**src/rtl/mips_pkg.sv**
```systemverilog
// Shared types and constants for the MIPS fetch front end.
package mips_pkg;

  localparam int          INSTR_W          = 32;
  localparam logic [31:0] NOP_INSTR        = 32'h0000_0000;
  localparam logic [31:0] DEFAULT_RESET_PC = 32'h0000_0000;

  typedef struct packed {
    logic [INSTR_W-1:0] instr;
    logic [31:0]        pc;
  } ifq_entry_t;

  // J/JAL target: upper nibble of the delay-slot PC, then instr_index, word aligned.
  function automatic logic [31:0] jump_target(input logic [31:0] pc, input logic [25:0] idx);
    logic [31:0] nxt;
    nxt = pc + 32'd4;
    return {nxt[31:28], idx, 2'b00};
  endfunction

endpackage

```
**src/rtl/ifq_fifo.sv**
```systemverilog
// In-order prefetch buffer: DEPTH entries, power-of-2 pointers, synchronous flush.
module ifq_fifo
  import mips_pkg::*;
#(
  parameter int DEPTH = 4,
  localparam int AW   = $clog2(DEPTH),
  localparam int CW   = AW + 1
) (
  input  logic          clk_i,
  input  logic          rst_i,
  input  logic          flush_i,
  input  logic          push_i,
  input  ifq_entry_t    data_i,
  input  logic          pop_i,
  output ifq_entry_t    head_o,
  output logic [CW-1:0] count_o,
  output logic          empty_o
);

  ifq_entry_t    mem_q [DEPTH];
  logic [AW-1:0] wr_q, rd_q;
  logic [CW-1:0] cnt_q;

  assign head_o  = mem_q[rd_q];
  assign count_o = cnt_q;
  assign empty_o = (cnt_q == '0);

  always_ff @(posedge clk_i or posedge rst_i) begin
    if (rst_i) begin
      wr_q  <= '0;
      rd_q  <= '0;
      cnt_q <= '0;
    end else if (flush_i) begin
      wr_q  <= '0;
      rd_q  <= '0;
      cnt_q <= '0;
    end else begin
      if (push_i) wr_q <= wr_q + AW'(1);
      if (pop_i)  rd_q <= rd_q + AW'(1);
      cnt_q <= cnt_q + CW'(push_i) - CW'(pop_i);
    end
  end

  always_ff @(posedge clk_i) begin
    if (push_i && !flush_i) mem_q[wr_q] <= data_i;
  end

endmodule

```
**src/rtl/ifetch_queue.sv**
```systemverilog
// Fetch front end: PC, credit-limited imem requests, prefetch queue, IF/ID register.
// Optional `IFQ_BYPASS_EN lets a response skip an empty queue straight into IF/ID.
module ifetch_queue
  import mips_pkg::*;
#(
  parameter int          DEPTH     = 4,
  parameter int          MAX_OUTST = 2,
  parameter logic [31:0] RESET_PC  = DEFAULT_RESET_PC
) (
  input  logic        clk,
  input  logic        reset,
  input  logic        AnyStall,
  input  logic        Jump_ID,
  input  logic [25:0] JumpTgt_ID,
  input  logic        BranchTaken_EX,
  input  logic [31:0] RedirectPc_EX,
  output logic        ImemReq_IF,
  output logic [31:0] ImemAddr_IF,
  input  logic        ImemGnt_IF,
  input  logic        ImemRspValid_IF,
  input  logic [31:0] ImemRspData_IF,
  output logic [31:0] FetchData_IF,
  output logic        FetchValid_IF,
  output logic [31:0] FetchPc_IF
);

  localparam int CW = $clog2(DEPTH) + 1;
  localparam int OW = $clog2(MAX_OUTST + 1);

  logic          redirect_s, req_s, fire_s, rsp_ok_s, drop_hit_s, live_rsp_s;
  logic          push_s, pop_s, bypass_s, empty_s;
  logic [31:0]   target_s;
  logic [CW-1:0] count_s;
  ifq_entry_t    head_s, wr_entry_s;

  logic [31:0]   pc_q, pc_d, rsp_pc_q, rsp_pc_d;
  logic [OW-1:0] outst_q, outst_d, drop_q, drop_d;
  logic [31:0]   fdata_q, fdata_d, fpc_q, fpc_d;
  logic          fvalid_q, fvalid_d;

  // Branch is older than the jump in decode, so it wins.
  assign redirect_s = BranchTaken_EX | Jump_ID;
  assign target_s   = BranchTaken_EX ? RedirectPc_EX : jump_target(fpc_q, JumpTgt_ID);

  assign req_s      = !redirect_s && ((32'(count_s) + 32'(outst_q)) < 32'(DEPTH))
                      && (32'(outst_q) < 32'(MAX_OUTST));
  assign fire_s     = req_s && ImemGnt_IF;
  assign rsp_ok_s   = ImemRspValid_IF && (outst_q != '0);
  assign drop_hit_s = rsp_ok_s && (drop_q != '0);
  assign live_rsp_s = rsp_ok_s && !drop_hit_s && !redirect_s;
  assign wr_entry_s = '{instr: ImemRspData_IF, pc: rsp_pc_q};

`ifdef IFQ_BYPASS_EN
  assign bypass_s = live_rsp_s && empty_s && !AnyStall;
`else
  assign bypass_s = 1'b0;
`endif

  assign push_s = live_rsp_s && !bypass_s;
  assign pop_s  = !redirect_s && !AnyStall && !empty_s;

  ifq_fifo #(.DEPTH(DEPTH)) u_fifo (
    .clk_i   (clk),
    .rst_i   (reset),
    .flush_i (redirect_s),
    .push_i  (push_s),
    .data_i  (wr_entry_s),
    .pop_i   (pop_s),
    .head_o  (head_s),
    .count_o (count_s),
    .empty_o (empty_s)
  );

  assign ImemReq_IF    = req_s;
  assign ImemAddr_IF   = pc_q;
  assign FetchData_IF  = fdata_q;
  assign FetchValid_IF = fvalid_q;
  assign FetchPc_IF    = fpc_q;

  always_comb begin
    pc_d     = fire_s ? (pc_q + 32'd4) : pc_q;
    rsp_pc_d = live_rsp_s ? (rsp_pc_q + 32'd4) : rsp_pc_q;
    outst_d  = outst_q + OW'(fire_s) - OW'(rsp_ok_s);
    drop_d   = drop_q - OW'(drop_hit_s);
    fdata_d  = fdata_q;
    fvalid_d = fvalid_q;
    fpc_d    = fpc_q;
    if (redirect_s) begin
      // Every in-flight response is now stale; pending drops are already part of Outst.
      pc_d     = target_s;
      rsp_pc_d = target_s;
      drop_d   = outst_q - OW'(rsp_ok_s);
      fdata_d  = NOP_INSTR;
      fvalid_d = 1'b0;
      fpc_d    = 32'h0000_0000;
    end else if (!AnyStall) begin
      if (bypass_s) begin
        fdata_d  = ImemRspData_IF;
        fvalid_d = 1'b1;
        fpc_d    = rsp_pc_q;
      end else if (!empty_s) begin
        fdata_d  = head_s.instr;
        fvalid_d = 1'b1;
        fpc_d    = head_s.pc;
      end else begin
        fdata_d  = NOP_INSTR;
        fvalid_d = 1'b0;
        fpc_d    = 32'h0000_0000;
      end
    end else begin
      fdata_d  = fdata_q;
      fvalid_d = fvalid_q;
      fpc_d    = fpc_q;
    end
  end

  always_ff @(posedge clk or posedge reset) begin
    if (reset) begin
      pc_q     <= RESET_PC;
      rsp_pc_q <= RESET_PC;
      outst_q  <= '0;
      drop_q   <= '0;
      fdata_q  <= NOP_INSTR;
      fvalid_q <= 1'b0;
      fpc_q    <= 32'h0000_0000;
    end else begin
      pc_q     <= pc_d;
      rsp_pc_q <= rsp_pc_d;
      outst_q  <= outst_d;
      drop_q   <= drop_d;
      fdata_q  <= fdata_d;
      fvalid_q <= fvalid_d;
      fpc_q    <= fpc_d;
    end
  end

`ifndef SYNTHESIS
  always_ff @(posedge clk) begin
    if (!reset && ImemRspValid_IF && (outst_q == '0))
      $error("ifetch_queue: imem response with no request outstanding");
  end
`endif

endmodule
```
**config.mk**
```make
export PLATFORM = sky130hd
export DESIGN_NAME = ifetch_queue
export DESIGN_NICKNAME = d
export VERILOG_FILES = /design/src/rtl/mips_pkg.sv /design/src/rtl/ifq_fifo.sv /design/src/rtl/ifetch_queue.sv
export SDC_FILE = /design/constraint.sdc
export NUM_CORES = 1
export LEC_CHECK = 0
export CORE_MARGIN = 5
export CORE_UTILIZATION = 50
export DETAILED_ROUTE_END_ITERATION = 16
export PLACE_DENSITY = 0.73
export SYNTH_ARGS = -nofsm -noshare
export SYNTH_HDL_FRONTEND = slang
export SYNTH_SLANG_ARGS = --single-unit
```
**constraint.sdc**
```tcl
create_clock -name clk -period 10.35 [get_ports clk]
set_input_delay 1.035 -clock clk [delete_from_list [all_inputs] [get_ports clk]]
set_output_delay 1.035 -clock clk [all_outputs]
set_load 0.01 [all_outputs]
```
==> run_results.csv <==
group,metric,value,unit
final_layout,layout_common_cells,"edfxtp_1 (256), clkdlybuf4s50_1 (194), dfrtp_1 (136)",
die,core,0.0317,sq mm
clock_tree,tritoncts,"built",
status,status,"completed",
grt,grt_max_degree,78,
critical_path,crit_buf_inv,3,
clock_tree,clk_pin_slew,60,ps
synthesis,syn_inst,1093,
synthesis,synth_nets,1203,
grt,grt_pass1_vias,10544,
synthesis,netlist_area,0.0162,sq mm
placed_design,io_buffers,194,
timing,fin_worst_skew,16.7,ps
timing,fmax,242,MHz
clock_tree,post_cts_buffers,0,
timing,rsz0062_at_grt,"no",
pwr,powerDensity,175,mW/mm^2
die,die_height,190,um
critical_path,critPathCaptureType,"primary output",
pwr,power_leakage,7.02,nW
timing,period_needed,4140,ps
pwr,ir_worst_vdd,0.101,mV
job,drv_cap,0,
clock_tree,hold_buffers,0,
critical_path,worstSetupStartpointType,"primary input",
detailed_routing,ant_nets,0,
synthesis,synth_top_cell_by_area,"edfxtp_1",
clock_tree,insertion_delay,530,ps
worst_hold_path,worstHoldPathType,"flip-flop to flip-flop",
die,ioPinCount,195,
synthesis,async_flop_share,35.0,%
synthesis,synth.area.top_cells,"edfxtp_1 (48%), dfrtp_1 (21%), mux4_2 (8.9%), a21oi_1 (3.7%), a22o_1 (3.5%)",
detailed_routing,post_drt_wl_per_cell,21.7,um
timing,setup_viol,0,
synthesis,yosys_warnings,0,
critical_path,critPathSlowestCell,"nor2_4",
synthesis,synth_area_per_cell,14.8,sq um
synthesis,ys_seq_elements,394,
detailed_routing,routed_wl,37300,um
critical_path,cp_top_family,"buffers and inverters",
timing,relSlewSlack,20.9,%
critical_path,cp_common_cell,"clkdlybuf4s50_1",
timing,holdWs,480,ps
timing,maxSlewViolCount,0,
clock_tree,clockBufferDepth,3,
synthesis,synth_top_area_share,47.6,%
synthesis,synth_cell_type_count,45,
grt,overflow,0,
grt,track_usage,20.7,%
synthesis,synth_edf_count,256,
grt,grt_antenna_before_repair,0,
placed_design,routabilityCongestion,0.890,
critical_path,crit_type,"primary input to primary output",
die,dieArea,0.0360,sq mm
timing,tightest_slew,1180,ps
critical_path,crit_arrival,3100,ps
detailed_routing,dr_total_vias,10264,
clock_tree,clock-sinks,394,
detailed_routing,first_iter_violations,657,
detailed_routing,viasPerCell,5.97,
timing,hold_viol,0,
final_layout,nets,1396,
clock_tree,root_buffer,"clkbuf_16",
placed_design,hpwl,23100,um
final_layout,final_common_cell,"edfxtp_1",
timing,finalCritPeriodShare,40.0,%
detailed_routing,dr.pass1.iters,5,
critical_path,crit_chain,"clkdlybuf4s50_1, buf_4, nor2_4, and3_1, clkdlybuf4s50_1",
die,initial_core_util,50.9,%
clock_tree,cts_buffers,41,
detailed_routing,drcViolationCount,0,
clock_tree,htreeDepth,2,
critical_path,critPathRequiredTime,9320,ps
critical_path,critPathMaxFanout,41,
timing,fin_setup_tns,0,ps
synthesis,yosys_most_used_dff,"edfxtp_1",
die,rows,65,
die,die_x,190,um
grt,grt_pass1_wl,59000,um
final_layout,synthToLayoutAreaGrowth,22.3,%
synthesis,yosysSeqAreaShare,68.9,%
clock_tree,cts_resized,0,
critical_path,cpPeakStageDelay,570,ps
final_layout,final_layout_size_suffix_gt1_share,11.7,%
final_layout,diodes,0,
## worst paths after layout
| path | startpoint | slack [ps] | depth (start not counted) | to |
|---|---|---|---|---|
| max reg2reg | u_fifo.count_o[1] | 7770 | 7 | ImemAddr_IF[29] |
| max | BranchTaken_EX | 6210 | 5 | ImemReq_IF |
| min | FetchValid_IF | 480 | 1 | FetchValid_IF |
| min reg2reg | FetchValid_IF | 480 | 1 | FetchValid_IF |
| min in group asynchronous | reset | 1040 | 2 | FetchPc_IF[25] |
| max in group asynchronous | reset | 7870 | 3 | u_fifo.rd_q[0] |
## sequential cells by signal (all words and copies together) (netlist names)
signal / cells
u_fifo.mem_q: 256
FetchData_IF: 32
FetchPc_IF: 32
ImemAddr_IF: 31
rsp_pc_q: 31
u_fifo.count_o: 3
drop_q: 2
outst_q: 2
u_fifo.rd_q: 2
u_fifo.wr_q: 2
FetchValid_IF: 1
## area by class of cell
type	instances	area [sq um]
clock buffer	55	1120
clock inverter	20	135
fill	2316	12000
inverter	23	91.3
multi-input combinational	619	4720
sequential	394	11100
tap	402	503
timing repair buffer	207	2040
## cell families after synthesis
kind of cell	Yosys count	share of synthesized area (%)
DFF	394	68.9
AOI/OAI and AO/OA	290	11.1
and+or+nand+nor	238	7.26
buffers and inverters	80	1.94
muxes	65	8.98
xor gates and xnor gates	13	0.705
adders and majority gates	13	1.05
## power breakdown
| group | total, mW | switching [mW] | leakage [nW] | internal (mW) |
|---|---|---|---|---|
| sequential | 1.81 | 0.0681 | 4.17 | 1.74 |
| clock | 1.36 | 0.576 | 0.608 | 0.786 |
| combinational | 0.281 | 0.151 | 2.24 | 0.129 |
| total | 3.45 | 0.796 | 7.02 | 2.66 |
## synth_stat cells (13+ instances only)
cell type	n
a21oi_1	120
a22o_1	64
and3_1	30
buf_1	13
clkbuf_1	37
dfrtp_1	138
edfxtp_1	256
inv_1	23
mux4_2	64
nand2_1	64
nand3_1	35
nand4_1	18
nor2_1	48
o21ai_0	73
## layer usage
layer	vias to the layer above	track usage, %	routed length (um)
li1	4644	-	-
met1	5166	29.6	16500
met2	413	33.2	17500
met3	41	4.81	2810
met4	0	4.31	504
met5	-	0	0
## stage by stage
stage | power [mW] | util, % | area [sq um] | std cells | setup WS, ps
2_1_floorplan | 1.98 | - | 16200 | 1093 | 5620
3_3_place_gp | 2.11 | 58.3 | 18500 | 1645 | 6270
3_5_place_dp | 2.12 | 58.3 | 18500 | 1645 | 6230
4_1_cts | 3.49 | 62.3 | 19800 | 1720 | 6240
5_1_grt | 3.60 | 62.3 | 19800 | 1720 | 6130
6_report | 3.45 | 62.3 | 19800 | 1720 | 6210
## worst reg2reg max path, stage by stage, from the launching register on
cell	delay, ps
dfrtp_1	450
ha_1	220
nor3_1	290
and3_1	440
nand3_1	350
or3_1	440
a31oi_1	160
a21oi_1	60
Power figures use the tool's default switching activity.
